===== config.mk =====
export PLATFORM = sky130hd
export DESIGN_NAME = conv_window_generator
export DESIGN_NICKNAME = d
export VERILOG_FILES = /design/src/rtl/conv_window_generator.sv
export SDC_FILE = /design/constraint.sdc
export NUM_CORES = 1
export LEC_CHECK = 0
export CAP_MARGIN = 10
export CORE_MARGIN = 2
export CORE_UTILIZATION = 51
export DETAILED_ROUTE_END_ITERATION = 8
export PLACE_DENSITY = 0.69
export REMOVE_ABC_BUFFERS = 1
export SETUP_SLACK_MARGIN = 0.15
export SKIP_LAST_GASP = 1
export SYNTH_ARGS = -nofsm -noshare
export SYNTH_HDL_FRONTEND = slang
export SYNTH_SLANG_ARGS = --single-unit

===== constraint.sdc =====
create_clock -name clk -period 3.49 [get_ports clk]
set_input_delay 0.698 -clock clk [delete_from_list [all_inputs] [get_ports clk]]
set_output_delay 0.698 -clock clk [all_outputs]
set_load 0.1 [all_outputs]

===== src/rtl/conv_window_generator.sv =====
// conv_window_generator
// Streaming K x K sliding-window generator (stride 1, no padding) for the
// front of the convolutional layer. Pixels arrive in raster order; K-1 line
// buffers keep the previous rows so that every valid window is emitted as a
// single packed word.
//
// Ports
//   clk        : clock, rising edge
//   rst_n      : asynchronous active-low reset
//   in_data    : pixel, raster order
//   in_valid   : pixel present
//   in_ready   : pixel accepted when in_valid && in_ready
//   out_data   : packed window, element r*K+c at [D_WIDTH*(i+1)-1 : D_WIDTH*i]
//   out_valid  : window present
//   out_ready  : window consumed when out_valid && out_ready
//   out_last   : final window of the frame (qualified by out_valid)
module conv_window_generator #(
  parameter int K          = 3,
  parameter int D_WIDTH    = 8,
  parameter int IMG_WIDTH  = 28,
  parameter int IMG_HEIGHT = 28
) (
  input  logic                   clk,
  input  logic                   rst_n,
  input  logic [D_WIDTH-1:0]     in_data,
  input  logic                   in_valid,
  output logic                   in_ready,
  output logic [D_WIDTH*K*K-1:0] out_data,
  output logic                   out_valid,
  input  logic                   out_ready,
  output logic                   out_last
);

  localparam int CW    = (IMG_WIDTH  > 1) ? $clog2(IMG_WIDTH)  : 1;
  localparam int RW    = (IMG_HEIGHT > 1) ? $clog2(IMG_HEIGHT) : 1;
  localparam int OUT_W = D_WIDTH * K * K;

  logic [CW-1:0]      col_q, col_d;
  logic [RW-1:0]      row_q, row_d;
  logic [D_WIDTH-1:0] win_q [0:K-1][0:K-1];
  logic [D_WIDTH-1:0] win_d [0:K-1][0:K-1];
  logic [D_WIDTH-1:0] col_new [0:K-1];
  logic [OUT_W-1:0]   out_data_q, out_data_d;
  logic               out_valid_q, out_valid_d;
  logic               out_last_q, out_last_d;

  logic accept;
  logic pos_ok;
  logic produce;
  logic frame_end;

  // A held window blocks the input so it cannot be overwritten.
  assign in_ready  = !out_valid_q || out_ready;
  assign accept    = in_valid && in_ready;
  assign frame_end = (row_q == RW'(IMG_HEIGHT - 1)) && (col_q == CW'(IMG_WIDTH - 1));
  assign produce   = accept && pos_ok;

  // Only positions with a full K x K neighbourhood inside the current frame
  // emit; this also keeps stale rows from a previous frame out of the output.
  if (K == 1) begin : g_pos_k1
    assign pos_ok = 1'b1;
  end else begin : g_pos_kn
    assign pos_ok = (row_q >= RW'(K - 1)) && (col_q >= CW'(K - 1));
  end

  // New right-hand window column: buffered rows oldest first, then the
  // incoming pixel at the bottom.
  assign col_new[K-1] = in_data;

  if (K > 1) begin : g_lb
    // Buffer 0 holds the oldest row. Contents are never reset: stale data is
    // masked by the position gate above.
    logic [D_WIDTH-1:0] lb_q [0:K-2][0:IMG_WIDTH-1];

    always_ff @(posedge clk) begin
      if (accept) begin
        for (int j = 0; j < K - 2; j++) begin
          lb_q[j][col_q] <= lb_q[j+1][col_q];
        end
        lb_q[K-2][col_q] <= in_data;
      end
    end

    for (genvar j = 0; j < K - 1; j++) begin : g_tap
      assign col_new[j] = lb_q[j][col_q];
    end
  end

  always_comb begin
    col_d = col_q;
    row_d = row_q;
    if (accept) begin
      if (col_q == CW'(IMG_WIDTH - 1)) begin
        col_d = '0;
        row_d = (row_q == RW'(IMG_HEIGHT - 1)) ? '0 : row_q + RW'(1);
      end else begin
        col_d = col_q + CW'(1);
      end
    end
  end

  always_comb begin
    win_d = win_q;
    if (accept) begin
      for (int r = 0; r < K; r++) begin
        for (int c = 0; c < K - 1; c++) begin
          win_d[r][c] = win_q[r][c+1];
        end
        win_d[r][K-1] = col_new[r];
      end
    end
  end

  // The updated window is packed straight into the output register so it is
  // visible the cycle after the completing pixel is accepted.
  always_comb begin
    out_data_d  = out_data_q;
    out_valid_d = out_valid_q;
    out_last_d  = out_last_q;
    if (produce) begin
      for (int r = 0; r < K; r++) begin
        for (int c = 0; c < K; c++) begin
          out_data_d[D_WIDTH*(r*K+c) +: D_WIDTH] = win_d[r][c];
        end
      end
      out_valid_d = 1'b1;
      out_last_d  = frame_end;
    end else if (out_ready) begin
      out_valid_d = 1'b0;
      out_last_d  = 1'b0;
    end
  end

  always_ff @(posedge clk or negedge rst_n) begin
    if (!rst_n) begin
      col_q       <= '0;
      row_q       <= '0;
      out_data_q  <= '0;
      out_valid_q <= 1'b0;
      out_last_q  <= 1'b0;
      for (int r = 0; r < K; r++) begin
        for (int c = 0; c < K; c++) begin
          win_q[r][c] <= '0;
        end
      end
    end else begin
      col_q       <= col_d;
      row_q       <= row_d;
      out_data_q  <= out_data_d;
      out_valid_q <= out_valid_d;
      out_last_q  <= out_last_d;
      win_q       <= win_d;
    end
  end

  assign out_data  = out_data_q;
  assign out_valid = out_valid_q;
  assign out_last  = out_last_q;

endmodule


==> impl_metrics.json <==
{
  "status": "finished, final reports clean",
  "p_sw_mw": 7.60,
  "netlist_area_um2": 22500,
  "wl_um": 52500,
  "synthesis.instances": 1343,
  "clock_skew_ns": 0.0247,
  "drt_iter0_drc": 1424,
  "fp.dieW_um": 214,
  "seqCellArea_um2": 16800,
  "synth_seq_cells": 580,
  "timing.fmax_mhz": 343,
  "worst_pin_slew_ns": 1.00,
  "synth_area_leaders": "edfxtp_1 60%, dfrtp_1 15%, mux2i_1 7.8%, mux2_2 2.3%, nand2_1 2.1%",
  "synth-edff-count": 448,
  "power_density_nw_per_um2": 832,
  "grt_pass1_vias": 12500,
  "post-place-ws_ns": 0.577,
  "ant_nets": 0,
  "maxCapViolations": 0,
  "htreeDepth": 2,
  "n_antenna_cell": 0,
  "cts_resized": 0,
  "drt_first_pass_iters": 5,
  "drcViolationCount": 0,
  "clk_pin_slew_ns": 0.06,
  "io_pins": 87,
  "place_hpwl_um": 34000,
  "clock-root-buffer": "clkbuf_16",
  "synth_async_sr_flop_share_pct": 22.8,
  "synth_top_cell_by_area": "edfxtp_1",
  "final_layout_size_suffix_gt1_share_pct": 18.0,
  "setup_viol": 0,
  "pwr-share-comb_pct": 30.7,
  "synth-simple-area-share_pct": 5.52,
  "holdWs_ns": 0.197,
  "crit_path_start_kind": "flop",
  "post_drt_via_cell_ratio": 5.81,
  "synthMuxAreaShare_pct": 13.6,
  "vias": 12400,
  "cts_num_sinks": 580,
  "p_leak_nw": 9.76,
  "overflow": 0,
  "finalCriticalPeriod_ns": 2.91,
  "tns_ns": 0,
  "internal-power_mw": 14.3,
  "die_h_um": 214,
  "fillers": 3235,
  "end_kind": "flop",
  "yosysWarnings": 0,
  "switching_share_pct": 34.7,
  "worstPathRequired_ns": 3.80,
  "ir_drop_mv": 0.499,
  "nets": 1526,
  "yosysSeqAreaShare_pct": 74.4,
  "cts_tree": "yes",
  "hold_path.class": "input port to asynchronous set/reset pin",
  "syn_avg_cell_area_um2": 16.8,
  "hold_viol": 0,
  "grt_max_degree": 100,
  "power.share.clock_pct": 25.8,
  "die_area_um2": 45800,
  "clock_path_buffers": 3,
  "syn_to_final_growth_pct": 16.8,
  "rows": 76,
  "multi_input_area_um2": 5370,
  "grt_pass1_wl_um": 79500,
  "netlist-cell-type-count": 54,
  "rsz0062_at_grt": "false",
  "seq_power_share_pct": 43.5,
  "coreArea_um2": 43400,
  "numCtsBuffers": 54,
  "critPathKind": "flop to flop",
  "initial_core_util_pct": 51.9,
  "synth_xor_area_share_pct": 0.0389,
  "cp_max_fo": 28,
  "wl_per_cell_um": 24.6,
  "setup_slack_ns": 0.578,
  "synthAdderAreaFrac_pct": 0.333,
  "synth_top_cell_area_share_pct": 59.7,
  "synthFlopType": "edfxtp_1",
  "cts_hold_buf": 0,
  "crit_arrival_ns": 3.22,
  "port_buffers": 86,
  "synth_top_family_by_area": "multiplexers",
  "synth_compound_area_share_pct": 4.01,
  "grtUsageTotal_pct": 23.1,
  "routabilityCongestion": 0.912,
  "antenna_found_initial": 0,
  "post-route-period-util_pct": 83.4,
  "clk_latency_ns": 0.61,
  "slew_headroom_pct": 33.1,
  "drv_slew": 0,
  "cts_setup_buffers": 0
}
[final cells by class]
class | count | share of cell area [%]
Clock inverter | 25 | 0.547
Timing Repair Buffer | 187 | 6.51
Clock buffer | 76 | 5.93
Multi-Input combinational cell | 677 | 20.4
Sequential cell | 580 | 63.7
Tap cell | 585 | 2.78
Inverter | 8 | 0.114
[layer usage]
layer | routed length, um | GRT usage [%]
met1 | 21400 | 31.6
met2 | 25400 | 37.5
met3 | 3950 | 4.40
met4 | 1710 | 8.10
met5 | 0 | 0
[state kept, by name (all words and copies together) (netlist names)]
name / cells
col_q: 5
g_lb.lb_q: 448
out_data: 72
out_last: 1
out_valid: 1
row_q: 5
win_q: 48
[cells in the mapped netlist (3+ instances only)]
cell type	count
o21ai_0	8
a32oi_1	3
nor3_1	13
nand4_1	3
nand2b_1	4
mux4_2	20
o22ai_1	64
dfrtp_1	132
nor2_1	57
a31oi_1	4
nor4_1	10
a21oi_1	7
or4_1	3
a22oi_1	12
ha_1	6
nand2_1	128
clkbuf_1	21
mux2_1	30
a211oi_1	6
edfxtp_1	448
buf_6	9
nand3_1	22
mux2i_1	176
buf_2	37
buf_1	4
nand4b_1	3
nand4bb_1	6
inv_1	7
or4b_1	4
nor2b_1	6
mux2_2	46
o21a_1	8
o22a_1	3
a22o_1	3
buf_4	7
[through the flow]
step                      std cells  total power, mW  area (um^2)  util (%)
final                          2138             21.9        26300      60.7
after global routing           2138             22.6        26300      60.7
after CTS                      2138             21.9        26300      60.7
after detailed placement       2037             16.3        24600      56.7
after global placement         2037             16.2        24600      56.7
after floorplan                1265             13.6        22100         -
[cells in the final DEF (no fill, tap or decap), drive strengths merged, types with 7 or more instances in the layout]
master and count:
edfxtp 448, mux2i 176, dfrtp 132, nand2 128
buf 105, clkdlybuf4s50 82, clkbuf 76, mux2 76
o22ai 64, nor2 58, clkinv 24, nand3 22
mux4 20, nor3 13, a22oi 12, nor4 10
o21ai 9, o21a 8, inv 8, a21oi 7
[worst max-delay path: stages (launching register included)]
cell     delay, ns
dfrtp_2       0.71
buf_4         0.33
mux4_2        0.53
a32o_1        0.28
nor4_1        0.24
buf_4         0.19
nand2_1       0.06
buf_4         0.26
[worst paths after layout]
| kind | from | to | slack [ns] | cells past startpoint |
|---|---|---|---|---|
| max | col_q[0] | g_lb.lb_q[0][35] | 0.58 | 7 |
| max in group asynchronous | rst_n | win_q[6] | 2.55 | 2 |
| min reg2reg | win_q[62] | win_q[62] | 0.47 | 2 |
| min in group clk | win_q[62] | win_q[62] | 0.47 | 2 |
| max reg2reg | col_q[0] | g_lb.lb_q[0][35] | 0.58 | 7 |
| min | rst_n | out_data[19] | 0.20 | 1 |
[cells by family (layout without fill, tap and decap cells)]
logic type	count (synthesis)	count (layout)
flip-flops	580	580
multiplexers	272	272
AND/OR/NAND/NOR	267	267
AO/OA/AOI/OAI	131	131
buffers and inverters	86	296
adder cells (fa/ha/maj)	6	6
XOR/XNOR	1	1
[power groups by stage]
stage	sequential, mW	combinational (mW)	clock (mW)
finish	9.52	6.72	5.64
global route	9.60	7.05	5.98
CTS	9.52	6.72	5.71
detailed placement	9.66	6.68	0
global placement	9.63	6.58	0
floorplan	11.0	2.67	0
(Power assumes the default switching activity.)
==> edit 1, RTL diff (config.mk and constraints unchanged) <==
`out_data_q` no longer has a reset.
--- a/src/rtl/conv_window_generator.sv
+++ b/src/rtl/conv_window_generator.sv
@@ -136,5 +136,4 @@
       col_q       <= '0;
       row_q       <= '0;
-      out_data_q  <= '0;
       out_valid_q <= 1'b0;
       out_last_q  <= 1'b0;
@@ -147,9 +146,12 @@
       col_q       <= col_d;
       row_q       <= row_d;
-      out_data_q  <= out_data_d;
       out_valid_q <= out_valid_d;
       out_last_q  <= out_last_d;
       win_q       <= win_d;
     end
+  end
+
+  always_ff @(posedge clk) begin
+    out_data_q <= out_data_d;
   end
 
Check against the original RTL: no difference found for any inputs over 10 cycles, from zero or initial values and one cycle with rst_n low; that may be too few to reach the edited logic, so the function may still have changed.
==> edit 1 against the original RTL <==
Sequential cell count is 24 higher; total power is 7.8% higher; design area is 3.1% higher; die area is 1.7% higher; routed wire length is 3.6% higher; non-clock buffer count is 8 higher; worst setup slack better by 0.030 ns; sequential power is 7% higher; synthesized area is 1.7% higher; critical endpoint is now out_data[1]; largest cell class unchanged; highest routed layer unchanged.
==> edit 1: results <==
export IMPL_outcome="finished, final reports clean"
export IMPL_synth_cells_most_frequent="520 x sky130_fd_sc_hd__edfxtp_1, 200 x sky130_fd_sc_hd__nand2_1, 110 x sky130_fd_sc_hd__mux2i_1"
export IMPL_power_leakage_uw=0.00962
export IMPL_power_switching_uw=7840
export IMPL_cts_made_buffers=58
export IMPL_hold_class="reg -> reg"
export IMPL_largest_driver_fanout_on_the_critical_path=1
export IMPL_seq_area_frac_synth_pct=77.4
export IMPL_skew_ns=0.0303
export IMPL_detailedRoute_firstPassIterationCount=7
export IMPL_gpl_final_weighted_congestion=0.873
export IMPL_worst_path_largest_cell_delay_ns=1.16
export IMPL_grt_max_degree=73
export IMPL_worstPathArrival_ns=2.18
export IMPL_max_ir_drop_vdd_mv=0.451
export IMPL_place_ws_ns=0.465
export IMPL_drt_iter0_drc=1819
export IMPL_reg2reg_slack_ns=0.61
export IMPL_yosys_area_share_xor_xnor_pct=0.0382
export IMPL_grt_pass1_vias=12400
export IMPL_asyncSetResetFlopFracSynth_pct=13.9
export IMPL_yosys_cell_types_count=51
export IMPL_grtUsageTotal_pct=23.6
export IMPL_initial_antenna_violation_count=1
export IMPL_wire_length_of_the_first_global_routing_pass_um=80700
export IMPL_muxShareOfSynthArea_pct=10.9
## edit 1: logic make-up after synthesis
kind of cell	Yosys count
flops	604
simple gates	341
mux	176
compound gates	105
buf+inv	74
fa+ha+maj	6
xor+xnor	1
## edit 1: stage by stage
stage | area, um2 | utilization (%) | hold WS, ns | std cells | power, uW
2_1_floorplan | 22600 | - | 0.402 | 1238 | 14400
3_3_place_gp | 25000 | 56.5 | 0.450 | 2020 | 17100
3_5_place_dp | 25100 | 56.6 | 0.460 | 2022 | 17200
4_1_cts | 27100 | 61.1 | 0.476 | 2131 | 23600
5_1_grt | 27100 | 61.2 | 0.493 | 2133 | 24400
6_report | 27100 | 61.2 | 0.470 | 2133 | 23600
## edit 1: final cells by class
class	instances	area, um2
multi-input combinational	629	4840
fill	3185	17200
inverter	5	18.8
clock buffer	73	1560
clock inverter	35	395
timing repair buffer	195	1850
sequential	604	17700
tap	592	741
## edit 1: layer usage
metal | track usage [%] | vias up | routed length, um
li1 | - | 5437 | -
met1 | 35.0 | 6407 | 23000
met2 | 36.3 | 568 | 25500
met3 | 3.54 | 100 | 4370
met4 | 7.81 | 0 | 1580
met5 | 0 | - | 0
## edit 1: how the worst max path moves through the flow
stage                start                 to  slack [ns]  cells past startpoint
2_1_floorplan     col_q[1]           out_last       -5.71                      4
3_3_place_gp     out_ready  g_lb.lb_q[0][133]        0.50                      6
3_5_place_dp     out_ready  g_lb.lb_q[0][326]        0.46                      6
4_1_cts        out_data[1]        out_data[1]        0.58                      1
5_1_grt           col_q[1]       out_data[23]        0.56                      5
6_report       out_data[1]        out_data[1]        0.61                      1
## edit 1: power by group through the flow
stage	sequential [uW]	clock, uW	combinational [uW]
detailed placement	10300	0	6950
global placement	10300	0	6830
global route	10200	6780	7410
floorplan	11200	0	3150
finish	10200	6390	7050
CTS	10200	6490	6990
==> edit 2, RTL diff (config.mk and constraints unchanged) <==
Without the edit above. `IMG_HEIGHT`: 28 -> 14.
--- a/src/rtl/conv_window_generator.sv
+++ b/src/rtl/conv_window_generator.sv
@@ -19,5 +19,5 @@
   parameter int D_WIDTH    = 8,
   parameter int IMG_WIDTH  = 28,
-  parameter int IMG_HEIGHT = 28
+  parameter int IMG_HEIGHT = 14
 ) (
   input  logic                   clk,
Check against the original RTL: same outputs for any inputs over 4 cycles, from zero or initial values and one cycle with rst_n low; that may be too few to reach the edited logic, so the function may still have changed.
==> edit 2 against the original RTL <==
Routed wire length grew 1.9%; sequential cell count up 23; worst setup slack worse by 0.095 ns; count of clock-buffer cells in the layout grew 7; maximum frequency shrank 3.1%; synthesized area is 4.0% higher; total power down 0.71%; design area rose by 4.0%; critical endpoint is now win_q[24].
==> edit 2: results <==
export IMPL_outcome="finished, final reports clean"
export IMPL_grt_max_degree=67
export IMPL_post_drt_via_cell_ratio=5.86
export IMPL_reg2reg_slack_ns=0.48
export IMPL_critical_path_slowest_cell="sky130_fd_sc_hd__dfrtp_4"
export IMPL_post_cts_buffers=0
export IMPL_muxShareOfSynthArea_pct=14.0
export IMPL_yosys_area_share_xor_xnor_pct=0.0748
export IMPL_skew_ns=0.0271
export IMPL_grt_pass1_vias=12900
export IMPL_wire_length_of_the_first_global_routing_pass_um=81200
export IMPL_n_fill_cell=3330
export IMPL_timing_reg2reg_worst_path_depth=6
export IMPL_hpwlAfterDp_um=34300
export IMPL_max_ir_drop_vdd_mv=0.442
export IMPL_synth_fa_ha_area_share_pct=0.214
export IMPL_ctsResizeCount=0
export IMPL_ant_nets=0
export IMPL_post_synth_main_area_contributors="sky130_fd_sc_hd__edfxtp_1 57%, sky130_fd_sc_hd__dfrtp_1 17%, sky130_fd_sc_hd__mux2i_1 5.0%"
export IMPL_synthesized_area_fraction_occupied_by_ao_oa_aoi_and_oai_cells_pct=3.29
export IMPL_power_leakage_uw=0.0102
export IMPL_yosys_cell_types_count=56
export IMPL_family_of_cells_with_the_greatest_summed_delay_on_the_critical_path="multiplexers"
export IMPL_worstPathArrival_ns=3.50
export IMPL_synth_cells_most_frequent="448 x sky130_fd_sc_hd__edfxtp_1, 202 x sky130_fd_sc_hd__nand2_1, 155 x sky130_fd_sc_hd__dfrtp_1"
export IMPL_cts_made_buffers=58
export IMPL_gpl_final_weighted_congestion=0.871
export IMPL_asyncSetResetFlopFracSynth_pct=25.7
export IMPL_post_detailed_route_wirelength_per_cell_um=24.3
export IMPL_syn2layout_area_growth_pct=16.9
export IMPL_seq_area_frac_synth_pct=74.0
export IMPL_drt_iter0_drc=1371
export IMPL_place_ws_ns=0.537
export IMPL_placed_area_mm2=0.0255
export IMPL_cts_root_buffer="sky130_fd_sc_hd__clkbuf_16"
export IMPL_drv_slew=0
export IMPL_worst_path_largest_cell_delay_ns=0.85
export IMPL_hold_class="in -> async"
export IMPL_design_final_nets=1573
export IMPL_clk_pin_slew_ns=0.06
export IMPL_num_antenna_cells=0
export IMPL_drive_gt1_share_pct=19.4
export IMPL_power_switching_uw=7010
export IMPL_regMostFlops="g_lb.lb_q"
export IMPL_largest_driver_fanout_on_the_critical_path=32
export IMPL_max_slew_worst_pin_slew_ns=1.13
export IMPL_reg2reg_to="win_q[24]"
export IMPL_regToRegStartpoint="col_q[1]"
export IMPL_detailedRoute_firstPassIterationCount=5
export IMPL_grtUsageTotal_pct=23.2
-- edit 2: changes by cell type in the layout (fill, tap and decap cells not counted), sizes merged, moves of 23 or more --
cell	delta
a22oi	+37
dfrtp	+23
mux2i	-59
mux4	+32
nand2	+74
o22ai	-60
-- edit 2: kinds of logic after synthesis --
family          after synthesis
flops                       603
xor+xnor                      2
compound gates              107
mux                         246
fa+ha+maj                     4
buf+inv                      83
simple gates                343
-- edit 2: layout make-up --
cell class,count,area share (%)
clock buffer,83,5.95
clock inverter,23,0.668
inverter,6,0.0823
multi-input combinational,702,20.7
sequential,603,63.4
tap,600,2.74
timing repair buffer,186,6.47
-- edit 2: power groups by stage --
stage / logic, uW / registers (uW) / clock network (uW)
CTS: 6040 / 9680 / 6070
detailed placement: 6000 / 9820 / 0
global placement: 5890 / 9790 / 0
finish: 6070 / 9680 / 5980
floorplan: 2810 / 10700 / 0
global route: 6440 / 9740 / 6390
-- edit 2: worst max-delay path by stage --
stage              endpoint  slack [ns]
2_1_floorplan   out_data[0]       -4.49
3_3_place_gp   out_data[50]        0.57
3_5_place_dp   out_data[31]        0.54
4_1_cts           win_q[24]        0.53
5_1_grt        out_data[42]        0.42
6_report          win_q[24]        0.48
-- edit 2: layer usage --
layer,vias up,track usage (%),wire [um]
met4,0,8.34,1670
li1,5629,-,-
met3,95,3.88,4310
met1,6611,32.6,22000
met2,571,36.7,25500
met5,-,0,0
-- edit 2: metrics by stage --
step	hold slack [ns]	power, uW	std cells
after detailed placement	0.454	15800	2097
after global placement	0.448	15700	2097
final	0.0383	21700	2203
after CTS	0.0412	21800	2203
after global routing	0.0684	22600	2203
after floorplan	0.402	13500	1311
